==> config.mk <==
export PLATFORM = sky130hd
export DESIGN_NAME = logic_unit_pipe
export DESIGN_NICKNAME = d
export VERILOG_FILES = /design/src/rtl/logic_unit_pipe.sv
export SDC_FILE = /design/constraint.sdc
export NUM_CORES = 1
export LEC_CHECK = 0
export ABC_AREA = 1
export ABC_CLOCK_PERIOD_IN_PS = 1390
export BUFFER_PORTS_ARGS = -buffer_cell sky130_fd_sc_hd__buf_4
export CAP_MARGIN = 20
export CORE_MARGIN = 5
export CORE_UTILIZATION = 25
export DETAILED_ROUTE_END_ITERATION = 10
export PLACE_DENSITY = 0.41
export SYNTH_ARGS = -nofsm -noshare
export SYNTH_HDL_FRONTEND = slang
export SYNTH_SLANG_ARGS = --single-unit
==> constraint.sdc <==
create_clock -name clk -period 1.39 [get_ports clk]
set_input_delay 0.3475 -clock clk [delete_from_list [all_inputs] [get_ports clk]]
set_output_delay 0.3475 -clock clk [all_outputs]
set_load 0.05 [all_outputs]
==> src/rtl/logic_unit_pipe.sv <==
// logic_unit_pipe: two-stage valid/ready bitwise logic unit; LOGIC_UNIT_FLAGS_EN adds registered zero/parity flags
module logic_unit_pipe #(
  parameter int WIDTH = 8
) (
  input  logic             clk,
  input  logic             rst,
  input  logic             in_valid,
  output logic             in_ready,
  input  logic [WIDTH-1:0] A,
  input  logic [WIDTH-1:0] B,
  input  logic [2:0]       OP,
  output logic             out_valid,
  input  logic             out_ready,
  output logic [WIDTH-1:0] C,
  output logic             Z,
  output logic             P
);
  logic             s1_valid, s2_valid, s1_adv, s2_adv;
  logic [WIDTH-1:0] a_q, b_q, res;
  logic [2:0]       op_q;
  assign s2_adv    = !s2_valid || out_ready;
  assign s1_adv    = !s1_valid || s2_adv;
  assign in_ready  = s1_adv;
  assign out_valid = s2_valid;
  always_comb begin
    res = op_q == 3'd0 ? a_q & b_q :
          op_q == 3'd1 ? a_q | b_q :
          op_q == 3'd2 ? a_q ^ b_q :
          op_q == 3'd3 ? ~(a_q & b_q) :
          op_q == 3'd4 ? ~(a_q | b_q) :
          op_q == 3'd5 ? ~(a_q ^ b_q) :
          op_q == 3'd6 ? a_q & ~b_q : a_q;
  end
  always_ff @(posedge clk) begin
    if (rst) begin
      s1_valid <= 1'b0;
      s2_valid <= 1'b0;
      a_q      <= '0;
      b_q      <= '0;
      op_q     <= '0;
      C        <= '0;
    end else begin
      if (s1_adv) begin
        s1_valid <= in_valid;
        if (in_valid) begin
          a_q  <= A;
          b_q  <= B;
          op_q <= OP;
        end
      end
      if (s2_adv) begin
        s2_valid <= s1_valid;
        if (s1_valid) C <= res;
      end
    end
  end
`ifdef LOGIC_UNIT_FLAGS_EN
  always_ff @(posedge clk) begin
    if (rst) begin
      Z <= 1'b0;
      P <= 1'b0;
    end else if (s2_adv && s1_valid) begin
      Z <= ~|res;
      P <= ^res;
    end
  end
`else
  assign Z = 1'b0;
  assign P = 1'b0;
`endif
endmodule

==> results.cfg, run 1 <==
[timing]
timing.final.ws_setup_ps = -36.4
finalSetupViolations = 4
rsz0062_at_grt = true
finalCritPeriodShare_pct = 103
finalCriticalPeriod_ps = 1430
final-hold-violation-count = 0
fin_skew_ps = 7.08
fin_setup_tns_ps = -107
finalMaxSlewViolations = 0
fmax_ghz = 0.701

[finish]
final_area_um2 = 3000
final_cells = 484
fill_cells = 896
drive_gt1_share_pct = 33.2
utilization_pct = 36.1
num_antenna_cells = 0
area_delta_synth_final_pct = 39.3
final_nets = 425

[route]
wl_um = 6150
drt-initial-drc-count = 138
wl_per_cell_um = 12.7
antenna_left = 0
vias_per_cell = 4.43
first_pass_iters = 4
vias = 2145
post-route-drc-count = 0

[logic_synthesis]
muxShareOfSynthArea_pct = 0
syn_area_um2 = 2150
synth_edf_count = 0
netlist.area_leader.share_pct = 27.0
synth_top_family_by_area = simple AND/OR/NAND/NOR gates
ys_top_cells_by_count = nand2_1 (59), inv_1 (46), nor2_1 (30)
ys_warn_count = 0
synth_most_common_cell = nand2_1
async_reset_ff_share_pct = 0
ys.flop_type = dfxtp_1
yosys.area_share.adder_pct = 14.0
synth_area_leaders = dfxtp_1 (27%), ha_1 (14%), nand2_1 (10%)
synth_top_cell_by_area = dfxtp_1
yosys_register_bits = 29
synthXorXnorAreaFrac_pct = 0
synth_simple_gate_area_share_pct = 28.6
netlist-cell-type-count = 29
postSynthAreaPerCell_um2 = 6.91
synth_compound_area_share_pct = 16.6
yosysSeqAreaShare_pct = 27.0
synthCells = 311

[clock_network]
ctsRootBufferMaster = clkbuf_8
clkLatencyLatePin_ps = 280
cts_tree = yes
max-clock-path-buffers = 2
h-tree-depth = 2
cts_made_buffers = 5
clock-sinks = 29
clk_pin_slew_ps = 70

[grt]
grt_max_degree = 40
grt_pass1_vias = 2143
grt_overflow = 0
grt_use_total_pct = 12.6
antenna_found_initial = 0
grt_pass1_wl_um = 10500

[floorplanning]
io_pins = 35
die_area_um2 = 10600
die_x_um = 103
core_um2 = 8300
rows = 33
die-height_um = 103
initial_core_util_pct = 25.9

[power_and_ir_drop]
powerDensity_nw_per_um2 = 860
ir_drop_v = 0.000281
p_leak_uw = 0.00146

[critical_path]
crit_slowest_cell = dfxtp_4
crit_path_start_kind = flip-flop
arrival_ps = 1640
crit_path_max_fanout = 6
crit_chain = inv_1 > buf_4 > nor3_4 > buf_4 > nor2_1 > nand2_1 > nand2_1 > nand2_1 > nand2_1 > a21oi_1
crit_path_end_kind = flip-flop
required_ps = 1610
crit_top_cell = nand2_1
crit_type = reg2reg
max_stage_delay_ps = 380

[placed_design]
gp_congestion = 0.854
io_buffers = 32
dpl_cell_area_um2 = 2750
hpwl_um = 4400
placedCellCount = 473

[outcome]
violations = setup timing
status = complete, but fails checks

[job]
drv_cap = 0

[worst_hold_path]
hold_path_class = in2reg
## flip-flops by register name (all words and copies together) (netlist names)
register	flops
op_q	3
a_q	8
b_q	8
C	8
s1_valid	1
out_valid	1
## worst paths after layout
| kind | start | to | slack (ps) | cells past startpoint |
|---|---|---|---|---|
| min | B[5] | b_q[5] | 340 | 3 |
| max | op_q[1] | C[3] | -40 | 10 |
| min reg2reg | C[3] | C[3] | 470 | 2 |
| max reg2reg | op_q[1] | C[3] | -40 | 10 |
## critical path: cells and delay by family (launching register included)
kind	cells	cell delay, ps
buf+inv	3	420
compound gates	1	110
simple gates	6	470
flops	1	380
## through the flow
step	hold slack [ps]	setup WS [ps]	power, uW
after floorplan	484	3.26	1450
after global placement	462	-170	1740
after detailed placement	464	-152	1740
after CTS	334	-44.3	2590
after global routing	343	-149	2750
final	340	-36.4	2580
## per-layer routing
metal	global-route usage, %	share of wire (%)
met5	0	0
met3	2.71	4.7
met4	3.33	0.85
met2	19.3	43
met1	17.9	52
## cells by family after synthesis
group                    after synthesis
AND/OR/NAND/NOR                      133
buffers and inverters                 68
AO/OA/AOI/OAI                         56
flip-flops                            29
adder cells (fa/ha/maj)               24
other                                  1
## report_power, final
| part | switching (uW) | total (uW) | leakage [uW] | internal (uW) |
|---|---|---|---|---|
| Clock | 353 | 800 | 0.0000542 | 448 |
| Sequential | 49.7 | 942 | 0.000245 | 892 |
| Combinational | 476 | 833 | 0.00116 | 357 |
| Total | 879 | 2580 | 0.00146 | 1700 |
## placed cells by master (no fill, tap or decap)
master / netlist / routed
a211oi_1: 19 / 19
a21oi_1: 17 / 16
a21oi_2: 5 / 6
buf_12: 0 / 1
buf_4: 3 / 65
buf_6: 3 / 5
buf_8: 0 / 2
clkbuf_8: 0 / 7
clkinv_2: 1 / 1
conb_1: 1 / 2
dfxtp_1: 29 / 17
dfxtp_2: 0 / 8
dfxtp_4: 0 / 4
ha_1: 24 / 22
ha_2: 0 / 1
ha_4: 0 / 1
inv_1: 46 / 41
inv_2: 6 / 10
inv_4: 0 / 1
inv_6: 0 / 1
nand2_1: 59 / 58
nand2_2: 0 / 1
nand2_4: 1 / 1
nand3_1: 26 / 22
nand3_2: 2 / 5
nand3_4: 1 / 3
nand4_1: 6 / 6
nor2_1: 30 / 30
nor2_4: 0 / 1
nor3_4: 1 / 2
o211ai_1: 3 / 3
o21ai_0: 9 / 8
o21ai_1: 2 / 3
o21bai_1: 1 / 1
or2_1: 5 / 5
## cell type report
cell class	instances	area, um2	share of cell area (%)
multi-input combinational	216	1360	45.3
sequential	29	606	20.2
timing repair buffer	73	594	19.8
inverter	53	206	6.89
tap	105	131	4.39
clock buffer	7	96.3	3.22
clock inverter	1	5.00	0.167
## repair_timing
item | in CTS | in global routing
gates cloned | 1 | 0
endpoints found under the setup margin | 8 | 8
hold buffers | 0 | 0
setup buffers | 0 | 2
resized for setup | 17 | 25
hold endpoints to repair | 0 | 0
pin swaps | 1 | 10
Power figures use the tool's default switching activity.
==> inputs of run 2 (changes only) <==
==> constraint.sdc (replaced) <==
create_clock -name clk -period 1.39 [get_ports clk]
set_input_delay 0.3475 -clock clk [delete_from_list [all_inputs] [get_ports clk]]
set_output_delay 0.3475 -clock clk [all_outputs]
set_load 0.1 [all_outputs]
==> run 2 against run 1 <==
Effect of this change: the flow still finishes with violations (setup timing); clock power shrank 0.8%; wire length about the same; core utilization grew 0.29 points; highest routed layer unchanged.
==> results.cfg, run 2 (synthesis results as in run 1) <==
[clock_network]
ctsRootBufferMaster = clkbuf_8
h-tree-depth = 2
cts_made_buffers = 5
postCtsHoldBufs = 0
cts_tree = yes
max-clock-path-buffers = 2
cts_setup_buffers = 0
clk_pin_slew_ps = 70
clock-sinks = 29
clkLatencyLatePin_ps = 280

[critical_path]
required_ps = 1600
crit_path_max_fanout = 7
max_stage_delay_ps = 370
critical_path.top_delay_family = simple AND/OR/NAND/NOR gates
worst-path-buf-inv = 2
crit_top_cell = nand2_1
crit_path_start_kind = flip-flop
arrival_ps = 1600
crit_type = reg2reg
crit_slowest_cell = dfxtp_4
crit_chain = buf_4 > nor3_4 > buf_4 > nor2_1 > nand2_1 > nand2_1 > nand2_1 > nand2_1 > a21oi_1
crit_path_end_kind = flip-flop

[worst_hold_path]
hold_path_class = in2reg

[timing]
fmax_ghz = 0.718
timing.final.ws_setup_ps = -2.20
rsz0062_at_grt = true
finalCritPeriodShare_pct = 100
finalMaxSlewViolations = 0
fin_setup_tns_ps = -2.20
fin_skew_ps = 7.78
finalCriticalPeriod_ps = 1390
finalSetupViolations = 1
final-hold-violation-count = 0

[floorplanning]
die-height_um = 103
core_um2 = 8300
io_pins = 35
rows = 33
die_x_um = 103
die_area_um2 = 10600
initial_core_util_pct = 25.9

[finish]
final_common_cell = buf_4
final_area_um2 = 3020
largestRegisters = C: 8 flops, a_q: 8 flops, b_q: 8 flops
num_antenna_cells = 0
utilization_pct = 36.4
drive_gt1_share_pct = 34.9
final_cell_mix = buf_4 (70), nand2_1 (52), inv_1 (43)
final_nets = 427
final_cells = 486
area_delta_synth_final_pct = 40.5

[placed_design]
placedCellCount = 477
dpl_cell_area_um2 = 2800
hpwl_um = 4700
pre_cts_ws_ps = -147
gp_congestion = 0.902
io_buffers = 32

[grt]
grt_overflow = 0
antenna_found_initial = 0
grt_pass1_wl_um = 10200
grt_pass1_vias = 2141
grt_use_total_pct = 12.4
grt_max_degree = 25

[route]
drt-initial-drc-count = 82
first_pass_iters = 4
wl_um = 6150
post-route-drc-count = 0
vias = 2191
vias_per_cell = 4.51
antenna_left = 0
wl_per_cell_um = 12.7

[power_and_ir_drop]
ir_drop_v = 0.000379
p_leak_uw = 0.00148
powerDensity_nw_per_um2 = 878

[job]
drv_cap = 0

[outcome]
violations = setup timing
status = complete, but fails checks
[run 2: cell count changes in the layout (fill, tap and decap cells not counted), sizes merged]
| cell | before | now |
|---|---|---|
| inv | 53 | 52 |
| clkinv | 1 | 2 |
| buf | 73 | 75 |
[run 2: timing repair]
item,4_1_cts,5_1_grt
setup endpoints to repair,8,9
pin swaps,2,5
cloned,1,0
gates resized for setup,15,21
[run 2: stage by stage]
step,hold slack (ps),power (uW)
2_1_floorplan,484,1540
3_3_place_gp,457,1830
3_5_place_dp,465,1830
4_1_cts,336,2670
5_1_grt,329,2830
6_report,343,2650
[run 2: worst paths after layout]
kind	startpoint	end	slack [ps]	cells past startpoint
max	op_q[2]	C[7]	-2	9
min	OP[1]	op_q[1]	340	3
max reg2reg	op_q[2]	C[7]	-2	9
min reg2reg	C[3]	C[3]	470	2
[run 2: worst reg2reg max path, stage by stage, from the launching register on]
cell and delay (ps):
dfxtp_4 370, buf_4 160, nor3_4 210, buf_4 200, nor2_1 60, nand2_1 60
nand2_1 40, nand2_1 70, nand2_1 50, a21oi_1 110
[run 2: report_power, final]
part | switching (uW) | leakage (uW) | total (uW) | internal (uW)
Sequential | 47.4 | 0.000244 | 940 | 892
Clock | 347 | 0.0000542 | 794 | 448
Combinational | 558 | 0.00118 | 916 | 358
[run 2: routing by layer]
| layer | up-vias | GRT usage (%) | share of wire (%) |
|---|---|---|---|
| met5 | - | 0 | 0 |
| met4 | 0 | 2.32 | 0.49 |
| met3 | 2 | 2.71 | 4.3 |
| met2 | 44 | 20.3 | 46 |
| met1 | 1003 | 16.9 | 49 |
| li1 | 1142 | - | - |
[run 2: layout make-up]
cell class / instances / area, um2
timing repair buffer: 75 / 607
clock inverter: 1 / 5.00
tap: 105 / 131
fill: 908 / 5280
clock buffer: 7 / 96.3
sequential: 29 / 601
multi-input combinational: 216 / 1380
inverter: 53 / 203
==> inputs of run 3 (changes only) <==
--- a/config.mk
+++ b/config.mk
@@ -6,13 +6,14 @@
 export NUM_CORES = 1
 export LEC_CHECK = 0
 export ABC_AREA = 1
-export ABC_CLOCK_PERIOD_IN_PS = 1390
+export ABC_CLOCK_PERIOD_IN_PS = 1580
 export BUFFER_PORTS_ARGS = -buffer_cell sky130_fd_sc_hd__buf_4
 export CAP_MARGIN = 20
 export CORE_MARGIN = 5
 export CORE_UTILIZATION = 25
 export DETAILED_ROUTE_END_ITERATION = 10
-export PLACE_DENSITY = 0.41
+export PLACE_DENSITY = 0.4
+export SKIP_CTS_REPAIR_TIMING = 1
 export SYNTH_ARGS = -nofsm -noshare
 export SYNTH_HDL_FRONTEND = slang
 export SYNTH_SLANG_ARGS = --single-unit
==> constraint.sdc (replaced) <==
create_clock -name clk -period 1.58 [get_ports clk]
set_input_delay 0.395 -clock clk [delete_from_list [all_inputs] [get_ports clk]]
set_output_delay 0.395 -clock clk [all_outputs]
set_load 0.1 [all_outputs]
==> run 3 against run 2 <==
Effect of this change: clock skew down 3.7 ps; via count decreased by 6.3%; power decreased by 19%; core utilization shrank 3.7 points; global-route usage rose by 0.36 points; the flow now finishes without violations; first-iteration DRC count rose by 30%; cell area shrank 10%; fmax fell by 4.6%; final cell count shrank 6.0%; largest power group unchanged.
==> results.cfg, run 3 (synthesis results as in run 1) <==
[placed_design]
placedCellCount = 447
gp_congestion = 0.860
io_buffers = 32
dpl_cell_area_um2 = 2570
hpwl_um = 4430
pre_cts_ws_ps = 14.2

[clock_network]
clkLatencyLatePin_ps = 280
max-clock-path-buffers = 2
h-tree-depth = 2
ctsRootBufferMaster = clkbuf_8
cts_tree = yes
cts_made_buffers = 5
clock-sinks = 29
clk_pin_slew_ps = 70

[power_and_ir_drop]
p_seq_share_pct = 38.5
comb_power_share_pct = 33.0
internal_power_uw = 1350
clkPwrFrac_pct = 28.4
p_sw_uw = 809
switching_share_pct = 37.6
p_leak_uw = 0.00131
powerDensity_nw_per_um2 = 795
finalPower_uw = 2160
ir_drop_v = 0.000270

[route]
vias_per_cell = 4.49
vias = 2052
drt-initial-drc-count = 107
wl_um = 6130
wl_per_cell_um = 13.4
first_pass_iters = 4
post-route-drc-count = 0
antenna_left = 0

[grt]
grt_pass1_wl_um = 10500
antenna_found_initial = 0
grt_max_degree = 40
grt_use_total_pct = 12.8
grt_pass1_vias = 2241
grt_overflow = 0

[job]
drv_cap = 0

[critical_path]
crit_slowest_cell = dfxtp_1
worst-path-buf-inv = 2
max_stage_delay_ps = 360
crit_type = reg2reg
arrival_ps = 1680
crit_chain = inv_1 > ha_1 > inv_1 > nand2_1 > nand3_1 > nand3_1 > nand3_1 > nand2_1 > nand2_1 > nand2_1 > a21oi_2
cp.depth = 11
crit_top_cell = nand2_1
critical_path.top_delay_family = simple AND/OR/NAND/NOR gates
crit_path_end_kind = flip-flop
reg2reg_depth = 11
crit_path_max_fanout = 3
crit_path_start_kind = flip-flop
required_ps = 1800

[finish]
final_cells = 457
area_delta_synth_final_pct = 26.1
fill_cells = 912
num_antenna_cells = 0
final_common_cell = nand2_1
final_nets = 398
final_area_um2 = 2710
drive_gt1_share_pct = 24.1
final_cell_mix = nand2_1 (57), inv_1 (44), buf_4 (42)
largestRegisters = C: 8 flops, a_q: 8 flops, b_q: 8 flops

[timing]
rsz0062_at_grt = true
timing.final.ws_setup_ps = 121
final-hold-violation-count = 0
finalSetupViolations = 0
finalMaxSlewViolations = 0
fin_skew_ps = 4.11
fmax_ghz = 0.685
finalCriticalPeriod_ps = 1460
fin_setup_tns_ps = 0
finalCritPeriodShare_pct = 92.3

[floorplanning]
die_area_um2 = 10600
rows = 33
core_um2 = 8300
die_x_um = 103
io_pins = 35
die-height_um = 103
initial_core_util_pct = 25.9

[outcome]
status = finished clean

[worst_hold_path]
hold_path_class = in2reg
worstHoldPathCells = 3
run 3: final cells by class:
class / count / area [um2] / share of cell area [%]
multi-input combinational: 216 / 1310 / 48.5
sequential: 29 / 597 / 22.0
timing repair buffer: 46 / 385 / 14.2
inverter: 53 / 203 / 7.48
tap: 105 / 131 / 4.85
clock buffer: 8 / 80.1 / 2.95
run 3: path summary, 6_finish.rpt:
kind	endpoint	slack (ps)	start
min reg2reg	C[3]	470	C[3]
min	op_q[2]	390	OP[2]
max reg2reg	C[6]	120	a_q[6]
max	C[6]	120	a_q[6]
run 3: tightest hold or removal path, cell delays in order:
cell	delay, ps
buf_4	110
nor2_1	90
a211oi_1	40
run 3: per-layer routing:
metal | vias up | wire length (um) | GRT usage, %
met5 | - | 0 | 0
li1 | 1079 | - | -
met4 | 0 | 95 | 4.04
met3 | 12 | 265 | 2.71
met1 | 921 | 2930 | 16.3
met2 | 40 | 2840 | 21.4
run 3: per-stage QoR:
| step | util [%] | hold WS (ps) |
|---|---|---|
| floorplan | - | 484 |
| global placement | 31.0 | 457 |
| detailed placement | 31.0 | 459 |
| CTS | 32.0 | 389 |
| global route | 32.7 | 378 |
| finish | 32.7 | 386 |
run 3: power groups by stage:
| stage | sequential (uW) | clock (uW) | combinational (uW) |
|---|---|---|---|
| after global routing | 839 | 678 | 803 |
| after detailed placement | 841 | 0 | 701 |
| after CTS | 825 | 641 | 705 |
| after global placement | 841 | 0 | 706 |
| final | 831 | 612 | 712 |
| after floorplan | 940 | 0 | 408 |
